===== src/rtl/axi4_lite_pkg.sv =====
`default_nettype none
// ============================================================================
// Module      : axi4_lite_pkg
// Description : Shared constants for the AXI4-Lite register file: response
//               codes, write/read FSM state encodings, byte-strobe merge helper.
// Revision    : 1.0 - initial release
// ============================================================================
package axi4_lite_pkg;

   localparam logic [1:0] RESP_OKAY   = 2'b00;
   localparam logic [1:0] RESP_SLVERR = 2'b10;

   // Write channel FSM: address and data may arrive in either order
   typedef enum logic [1:0] {
      W_IDLE      = 2'd0,
      W_HAVE_ADDR = 2'd1,
      W_HAVE_DATA = 2'd2,
      W_RESP      = 2'd3
   } wr_state_t;

   // Read channel FSM
   typedef enum logic [0:0] {
      R_IDLE = 1'b0,
      R_RESP = 1'b1
   } rd_state_t;

   // Replace only the bytes whose strobe bit is set
   function automatic logic [31:0] strb_merge(input logic [31:0] old_word,
                                              input logic [31:0] new_word,
                                              input logic [3:0]  strb);
      logic [31:0] merged;
      merged = old_word;
      for (int b = 0; b < 4; b++) begin
         if (strb[b]) merged[8*b +: 8] = new_word[8*b +: 8];
      end
      return merged;
   endfunction

endpackage
`default_nettype wire


===== src/rtl/axi4_lite_regfile_mem.sv =====
`default_nettype none
// ============================================================================
// Module      : axi4_lite_regfile_mem
// Description : NUM_REGS x 32-bit register storage with one byte-strobed write
//               port and a flat, zero-latency view of every register.
// Revision    : 1.0 - initial release
// ============================================================================
module axi4_lite_regfile_mem
   import axi4_lite_pkg::*;
#(
   parameter int NUM_REGS = 8,
   parameter int IDX_W    = $clog2(NUM_REGS)
) (
   input  logic                      aclk,
   input  logic                      aresetn,
   input  logic                      wr_en,
   input  logic [IDX_W-1:0]          wr_index,
   input  logic [31:0]               wr_data,
   input  logic [3:0]                wr_strb,
   output logic [32*NUM_REGS-1:0]    regs_flat
);

   generate
      for (genvar i = 0; i < NUM_REGS; i++) begin : g_reg
         logic [31:0] r_word;

         // One register; updates only the strobed bytes when addressed
         always_ff @(posedge aclk or negedge aresetn) begin
            if (!aresetn) begin
               r_word <= '0;
            end else if (wr_en && (wr_index == IDX_W'(i))) begin
               r_word <= strb_merge(r_word, wr_data, wr_strb);
            end
         end

         assign regs_flat[32*i +: 32] = r_word;
      end
   endgenerate

endmodule
`default_nettype wire


===== src/rtl/axi4_lite_regfile.sv =====
`default_nettype none
// ============================================================================
// Module      : axi4_lite_regfile
// Description : AXI4-Lite slave exposing NUM_REGS 32-bit read/write registers
//               at BASE_ADDR, with independent write and read channels.
//               Optional macro AXI4_LITE_REGFILE_PROT_CHECK_EN rejects
//               unprivileged accesses (prot[0]=0) with SLVERR.
// Revision    : 1.0 - initial release
// ============================================================================
module axi4_lite_regfile
   import axi4_lite_pkg::*;
#(
   parameter int          NUM_REGS  = 8,
   parameter logic [31:0] BASE_ADDR = 32'h0000_0000
) (
   input  logic                   aclk,
   input  logic                   aresetn,
   input  logic [31:0]            awaddr_in,
   input  logic [2:0]             awprot_in,
   input  logic                   awvalid_in,
   output logic                   awready_out,
   input  logic [31:0]            wdata_in,
   input  logic [3:0]             wstrb_in,
   input  logic                   wvalid_in,
   output logic                   wready_out,
   output logic [1:0]             bresp_out,
   output logic                   bvalid_out,
   input  logic                   bready_in,
   input  logic [31:0]            araddr_in,
   input  logic [2:0]             arprot_in,
   input  logic                   arvalid_in,
   output logic                   arready_out,
   output logic [31:0]            rdata_out,
   output logic [1:0]             rresp_out,
   output logic                   rvalid_out,
   input  logic                   rready_in,
   output logic [32*NUM_REGS-1:0] regs_out
);

   localparam int          c_idx_w = $clog2(NUM_REGS);
   localparam logic [31:0] c_span  = 32'(NUM_REGS * 4);

   // ------------------------------------------------------------------------
   // Write channel state
   // ------------------------------------------------------------------------
   wr_state_t   r_wstate;
   logic        r_awready;
   logic        r_wready;
   logic        r_bvalid;
   logic [1:0]  r_bresp;
   logic [31:0] r_aw_addr;
   logic [2:0]  r_aw_prot;
   logic [31:0] r_w_data;
   logic [3:0]  r_w_strb;

   // ------------------------------------------------------------------------
   // Read channel state
   // ------------------------------------------------------------------------
   rd_state_t   r_rstate;
   logic        r_arready;
   logic        r_rvalid;
   logic [1:0]  r_rresp;
   logic [31:0] r_rdata;

   // ------------------------------------------------------------------------
   // Combinational decode
   // ------------------------------------------------------------------------
   logic               w_aw_hs;
   logic               w_w_hs;
   logic               w_ar_hs;
   logic               w_commit;
   logic [31:0]        w_wr_addr;
   logic [2:0]         w_wr_prot;
   logic [31:0]        w_wr_data;
   logic [3:0]         w_wr_strb;
   logic [31:0]        w_wr_offset;
   logic [31:0]        w_rd_offset;
   logic               w_wr_in_range;
   logic               w_rd_in_range;
   logic               w_wr_ok;
   logic               w_rd_ok;
   logic [c_idx_w-1:0] w_wr_index;
   logic [c_idx_w-1:0] w_rd_index;
   logic [1:0]         w_wr_resp;
   logic [32*NUM_REGS-1:0] w_regs_flat;
   logic [31:0]        w_regs [NUM_REGS];
   logic               w_unused_prot;

   assign w_aw_hs = awvalid_in & r_awready;
   assign w_w_hs  = wvalid_in  & r_wready;
   assign w_ar_hs = arvalid_in & r_arready;

   // Commit happens on the edge where the second half of the pair arrives
   assign w_commit = (w_aw_hs || (r_wstate == W_HAVE_ADDR)) &&
                     (w_w_hs  || (r_wstate == W_HAVE_DATA));

   // Use the captured half if it arrived earlier, otherwise the live bus
   assign w_wr_addr = (r_wstate == W_HAVE_ADDR) ? r_aw_addr : awaddr_in;
   assign w_wr_prot = (r_wstate == W_HAVE_ADDR) ? r_aw_prot : awprot_in;
   assign w_wr_data = (r_wstate == W_HAVE_DATA) ? r_w_data  : wdata_in;
   assign w_wr_strb = (r_wstate == W_HAVE_DATA) ? r_w_strb  : wstrb_in;

   // Address offset from base; addr[1:0] only ever selects bytes, so it is dropped
   assign w_wr_offset   = w_wr_addr - BASE_ADDR;
   assign w_rd_offset   = araddr_in - BASE_ADDR;
   assign w_wr_in_range = (w_wr_offset < c_span);
   assign w_rd_in_range = (w_rd_offset < c_span);
   assign w_wr_index    = w_wr_offset[c_idx_w+1:2];
   assign w_rd_index    = w_rd_offset[c_idx_w+1:2];

`ifdef AXI4_LITE_REGFILE_PROT_CHECK_EN
   assign w_wr_ok = w_wr_in_range & w_wr_prot[0];
   assign w_rd_ok = w_rd_in_range & arprot_in[0];
`else
   assign w_wr_ok = w_wr_in_range;
   assign w_rd_ok = w_rd_in_range;
`endif

   // Protection bits not consumed by the selected build
   assign w_unused_prot = ^{w_wr_prot, arprot_in};

   assign w_wr_resp = w_wr_ok ? RESP_OKAY : RESP_SLVERR;

   // ------------------------------------------------------------------------
   // Storage
   // ------------------------------------------------------------------------
   axi4_lite_regfile_mem #(
      .NUM_REGS (NUM_REGS),
      .IDX_W    (c_idx_w)
   ) u_mem (
      .aclk      (aclk),
      .aresetn   (aresetn),
      .wr_en     (w_commit & w_wr_ok),
      .wr_index  (w_wr_index),
      .wr_data   (w_wr_data),
      .wr_strb   (w_wr_strb),
      .regs_flat (w_regs_flat)
   );

   generate
      for (genvar i = 0; i < NUM_REGS; i++) begin : g_unpack
         assign w_regs[i] = w_regs_flat[32*i +: 32];
      end
   endgenerate

   assign regs_out = w_regs_flat;

   // Write FSM: collects AW and W in any order, commits, then holds B until accepted
   always_ff @(posedge aclk or negedge aresetn) begin
      if (!aresetn) begin
         r_wstate  <= W_IDLE;
         r_awready <= 1'b0;
         r_wready  <= 1'b0;
         r_bvalid  <= 1'b0;
         r_bresp   <= RESP_OKAY;
         r_aw_addr <= '0;
         r_aw_prot <= '0;
         r_w_data  <= '0;
         r_w_strb  <= '0;
      end else begin
         case (r_wstate)
            W_IDLE: begin
               if (w_aw_hs && w_w_hs) begin
                  r_wstate  <= W_RESP;
                  r_awready <= 1'b0;
                  r_wready  <= 1'b0;
                  r_bvalid  <= 1'b1;
                  r_bresp   <= w_wr_resp;
               end else if (w_aw_hs) begin
                  r_wstate  <= W_HAVE_ADDR;
                  r_aw_addr <= awaddr_in;
                  r_aw_prot <= awprot_in;
                  r_awready <= 1'b0;
                  r_wready  <= 1'b1;
               end else if (w_w_hs) begin
                  r_wstate  <= W_HAVE_DATA;
                  r_w_data  <= wdata_in;
                  r_w_strb  <= wstrb_in;
                  r_awready <= 1'b1;
                  r_wready  <= 1'b0;
               end else begin
                  // Also re-arms the readies on the first edge after reset
                  r_awready <= 1'b1;
                  r_wready  <= 1'b1;
               end
            end
            W_HAVE_ADDR: begin
               if (w_w_hs) begin
                  r_wstate  <= W_RESP;
                  r_awready <= 1'b0;
                  r_wready  <= 1'b0;
                  r_bvalid  <= 1'b1;
                  r_bresp   <= w_wr_resp;
               end
            end
            W_HAVE_DATA: begin
               if (w_aw_hs) begin
                  r_wstate  <= W_RESP;
                  r_awready <= 1'b0;
                  r_wready  <= 1'b0;
                  r_bvalid  <= 1'b1;
                  r_bresp   <= w_wr_resp;
               end
            end
            W_RESP: begin
               if (bready_in) begin
                  r_wstate  <= W_IDLE;
                  r_bvalid  <= 1'b0;
                  r_awready <= 1'b1;
                  r_wready  <= 1'b1;
               end
            end
            default: begin
               r_wstate  <= W_IDLE;
               r_awready <= 1'b0;
               r_wready  <= 1'b0;
               r_bvalid  <= 1'b0;
            end
         endcase
      end
   end

   // Read FSM: samples data on AR handshake (pre-write value on a same-edge commit)
   always_ff @(posedge aclk or negedge aresetn) begin
      if (!aresetn) begin
         r_rstate  <= R_IDLE;
         r_arready <= 1'b0;
         r_rvalid  <= 1'b0;
         r_rresp   <= RESP_OKAY;
         r_rdata   <= '0;
      end else begin
         case (r_rstate)
            R_IDLE: begin
               if (w_ar_hs) begin
                  r_rstate  <= R_RESP;
                  r_arready <= 1'b0;
                  r_rvalid  <= 1'b1;
                  r_rdata   <= w_rd_ok ? w_regs[w_rd_index] : 32'h0;
                  r_rresp   <= w_rd_ok ? RESP_OKAY : RESP_SLVERR;
               end else begin
                  r_arready <= 1'b1;
               end
            end
            R_RESP: begin
               if (rready_in) begin
                  r_rstate  <= R_IDLE;
                  r_rvalid  <= 1'b0;
                  r_arready <= 1'b1;
               end
            end
            default: begin
               r_rstate  <= R_IDLE;
               r_arready <= 1'b0;
               r_rvalid  <= 1'b0;
            end
         endcase
      end
   end

   assign awready_out = r_awready;
   assign wready_out  = r_wready;
   assign bvalid_out  = r_bvalid;
   assign bresp_out   = r_bresp;
   assign arready_out = r_arready;
   assign rvalid_out  = r_rvalid;
   assign rresp_out   = r_rresp;
   assign rdata_out   = r_rdata;

endmodule
`default_nettype wire

===== config.mk =====
export PLATFORM = sky130hd
export DESIGN_NAME = axi4_lite_regfile
export DESIGN_NICKNAME = d
export VERILOG_FILES = /design/src/rtl/axi4_lite_pkg.sv /design/src/rtl/axi4_lite_regfile_mem.sv /design/src/rtl/axi4_lite_regfile.sv
export SDC_FILE = /design/constraint.sdc
export NUM_CORES = 1
export LEC_CHECK = 0
export ABC_AREA = 0
export ABC_CLOCK_PERIOD_IN_PS = 7950
export CORE_AREA = 2 2 178 180
export CTS_CLUSTER_DIAMETER = 80
export CTS_CLUSTER_SIZE = 16
export DETAILED_ROUTE_END_ITERATION = 6
export DIE_AREA = 0 0 180 182
export GPL_ROUTABILITY_DRIVEN = 0
export PLACE_DENSITY = 0.86
export RECOVER_POWER = 100
export SYNTH_ARGS = -nofsm -noshare
export SYNTH_HDL_FRONTEND = slang
export SYNTH_SLANG_ARGS = --single-unit

===== constraint.sdc =====
create_clock -name aclk -period 7.95 [get_ports aclk]
set_input_delay 1.59 -clock aclk [delete_from_list [all_inputs] [get_ports aclk]]
set_output_delay 1.59 -clock aclk [all_outputs]
set_load 0.03 [all_outputs]

==> reports/metrics.yaml <==
run_status:
  outcome: "finished, violations left"
  violations: "capacitance limit, slew limit"
synthesis:
  avgSynthCellArea_um2: 15.34
  synth-seq-cells: 364
  synthCells: 1074
  synth_area_mm2: 0.01648
  synth_flop_cell: "dfrtp_1"
  ys_types: 41
  async_flop_share: 1.000
  synth_edf_count: 0
  ys_warn_count: 0
  yosysSeqAreaShare: 0.5527
pwr:
  p_total_mw: 4.370
  p_comb_frac: 0.224
  peakVddDrop_uv: 137.9
  p_int_mw: 3.091
  power.density_mw_per_mm2: 204.8
  power_frac_seq: 0.491
  leakage_nw: 10.59
  switchingPower_mw: 1.278
  pwr-share-clk: 0.285
  switching_share: 0.2926
place:
  postPlaceCellArea_mm2: 0.02085
  port_buffers: 397
  hpwl_mm: 32.65
critical_path:
  critPathTopFamily: "buffers and inverters"
  path_buf_inv: 2
  start_kind: "input port"
  critPathKind: "in -> async"
  cpPeakStageDelay_ns: 2.68
  worstReg2RegStart: "r_wstate[1]"
  path_cells: "buf_8 > clkbuf_1"
  cp.arrival_ns: 4.95
  critical_path.reg2reg.endpoint: "u_mem.g_reg[0].r_word[25]"
  r2r_slack_ns: 3.28
  cp_data_required_time_ns: 7.74
  end_kind: "asynchronous set/reset pin"
  cp_max_fo: 109
  reg2reg_depth: 7
  critPathSlowestCell: "clkbuf_1"
grt:
  grt_pass1_vias: 11930
  grt_pass1_wl_mm: 73.64
  grt_use_total: 0.2931
  grt_overflow_total: 0
  antenna_found_initial: 4
  grt_max_degree: 189
cts:
  holdBufCountCts: 0
  h-tree-depth: 1
  clockBufferDepth: 3
  cts.sinks: 364
  cts_tree: "done"
  clk_pin_slew_ns: 0.07
  ctsResizeCount: 0
  cts_buffers: 26
  cts-root-buf: "clkbuf_16"
  post_cts_buffers: 0
  worstSkewPairLatency_ns: 0.55
timing:
  slew_headroom: -1.489
  final-setup-viol-count: 0
  hold_violations: 0
  tns_ns: 0
  hold_slack_ns: 0.4752
  slew_violations: 128
  clock_skew_ns: 0.01703
  rsz0062_at_grt: "no"
  period_minus_slack_ns: 5.161
  fmax_ghz: 0.1938
  period_share: 0.6491
  tightest_slew_ns: 3.734
layout:
  layout-drive-gt1-share: 0.3173
  nNetsFinal: 1577
  n_fill_cell: 2187
  area_delta_synth_final_pct: 29.47
  utilization: 0.6886
  fin_area_mm2: 0.02134
  final_common_cell: "dfrtp_1"
  layout_common_cells: "dfrtp_1 (364), mux2_2 (357), dlygate4sd3_1 (299)"
floorplan:
  core_mm2: 0.03099
  die_area_mm2: 0.03276
  row_count: 65
  boundaryPins: 410
  die_h_um: 182
  die_w_um: 180
  initial_core_util: 0.5318
drt:
  drc: 0
  drt_iter0_drc: 660
  post_drt_wl_per_cell_um: 25.86
  viasPerCell: 5.992
  wirelength_mm: 48.22
  first_pass_iters: 4
  num_vias: 11180
  ant_nets: 0
hold_path:
  hold_start: "rvalid_out"
  hold_end: "rvalid_out"
  hold_class: "reg -> reg"
  worstHoldPathCells: 2
run:
  max-cap-violations: 3
layout make-up:
type | instances | area, um^2 | share of cell area
clock inverters | 1 | 30.03 | 0.001407
well taps | 402 | 503.0 | 0.02357
flip-flops and latches | 364 | 9109 | 0.4269
inverters | 7 | 26.28 | 0.001232
multi-input cells | 654 | 6944 | 0.3255
diodes | 4 | 10.01 | 0.0004692
clock buffers | 27 | 675.6 | 0.03167
repair buffers | 406 | 4038 | 0.1892
how the worst max path moves through the flow:
stage / startpoint / to / slack [ns] / cells past startpoint
after floorplan: awaddr_in[24] / u_mem.g_reg[2].r_word[10] / 4.47 / 5
after global placement: awaddr_in[8] / u_mem.g_reg[0].r_word[28] / 3.22 / 6
after detailed placement: awaddr_in[30] / u_mem.g_reg[0].r_word[28] / 3.14 / 6
after CTS: awaddr_in[30] / u_mem.g_reg[0].r_word[25] / 3.71 / 6
after global routing: aresetn / u_mem.g_reg[0].r_word[10] / 1.97 / 2
final: aresetn / u_mem.g_reg[2].r_word[10] / 2.79 / 2
synth_stat cells (2+ instances only):
library cell,count,area [um^2]
a21boi_1,2,15.01
mux2i_1,34,340.3
nor4_1,17,106.4
nor3_1,3,15.01
and2_1,3,18.77
nor2_1,7,26.28
nand4_2,16,200.2
dfrtp_1,364,9109
mux2_2,358,4031
buf_4,3,22.52
nand2_1,48,180.2
a31oi_1,2,12.51
buf_2,6,30.03
clkbuf_1,26,97.59
nor4b_1,2,17.52
nand3_2,12,120.1
nand4_1,5,31.28
buf_1,14,52.55
ha_1,5,62.56
a21oi_1,8,40.04
inv_1,7,26.28
o22a_1,2,17.52
nand3_1,5,25.02
a22o_1,2,17.52
o21ai_0,38,190.2
and4_1,5,43.79
a221oi_4,3,78.83
mux4_2,64,1441
metal layers:
layer,routed length (um),vias to the layer above,track usage
met5,0,-,0
met4,1339,0,0.08325
met3,3049,85,0.06358
met2,24300,392,0.5031
met1,19530,5897,0.3779
li1,-,4802,-
through the flow:
step | setup WS, ns | instances
after floorplan | 4.466 | 1075
after detailed placement | 3.144 | 1833
final | 2.790 | 1865
after global placement | 3.218 | 1833
after CTS | 3.714 | 1861
after global routing | 1.967 | 1865
sequential cells by signal, summed over array words and instances, names as in the netlist:
register / cells
bresp_out: 1
bvalid_out: 1
r_w_data: 32
rresp_out: 1
r_rstate: 1
wready_out: 1
r_wstate: 2
rdata_out: 32
r_w_strb: 4
arready_out: 1
awready_out: 1
r_aw_addr: 30
u_mem.g.r_word: 256
rvalid_out: 1
power by group through the flow:
| stage | Combinational, mW | Sequential [mW] | Clock (mW) |
|---|---|---|---|
| after floorplan | 0.661 | 2.17 | 0 |
| after global routing | 1.06 | 2.17 | 1.34 |
| after global placement | 0.966 | 2.16 | 0 |
| final | 0.979 | 2.15 | 1.25 |
| after detailed placement | 1.01 | 2.18 | 0 |
| after CTS | 1.01 | 2.14 | 1.27 |
cells by family after synthesis:
logic type      count (synthesis)  synth area share
mux                           456            0.3527
flops                         364            0.5527
simple gates                  127           0.04935
compound gates                 64           0.02657
buf+inv                        57           0.01458
fa+ha+maj                       5          0.003796
other cells                     1         0.0002276
Note: power is estimated with default switching activity, not from simulation.
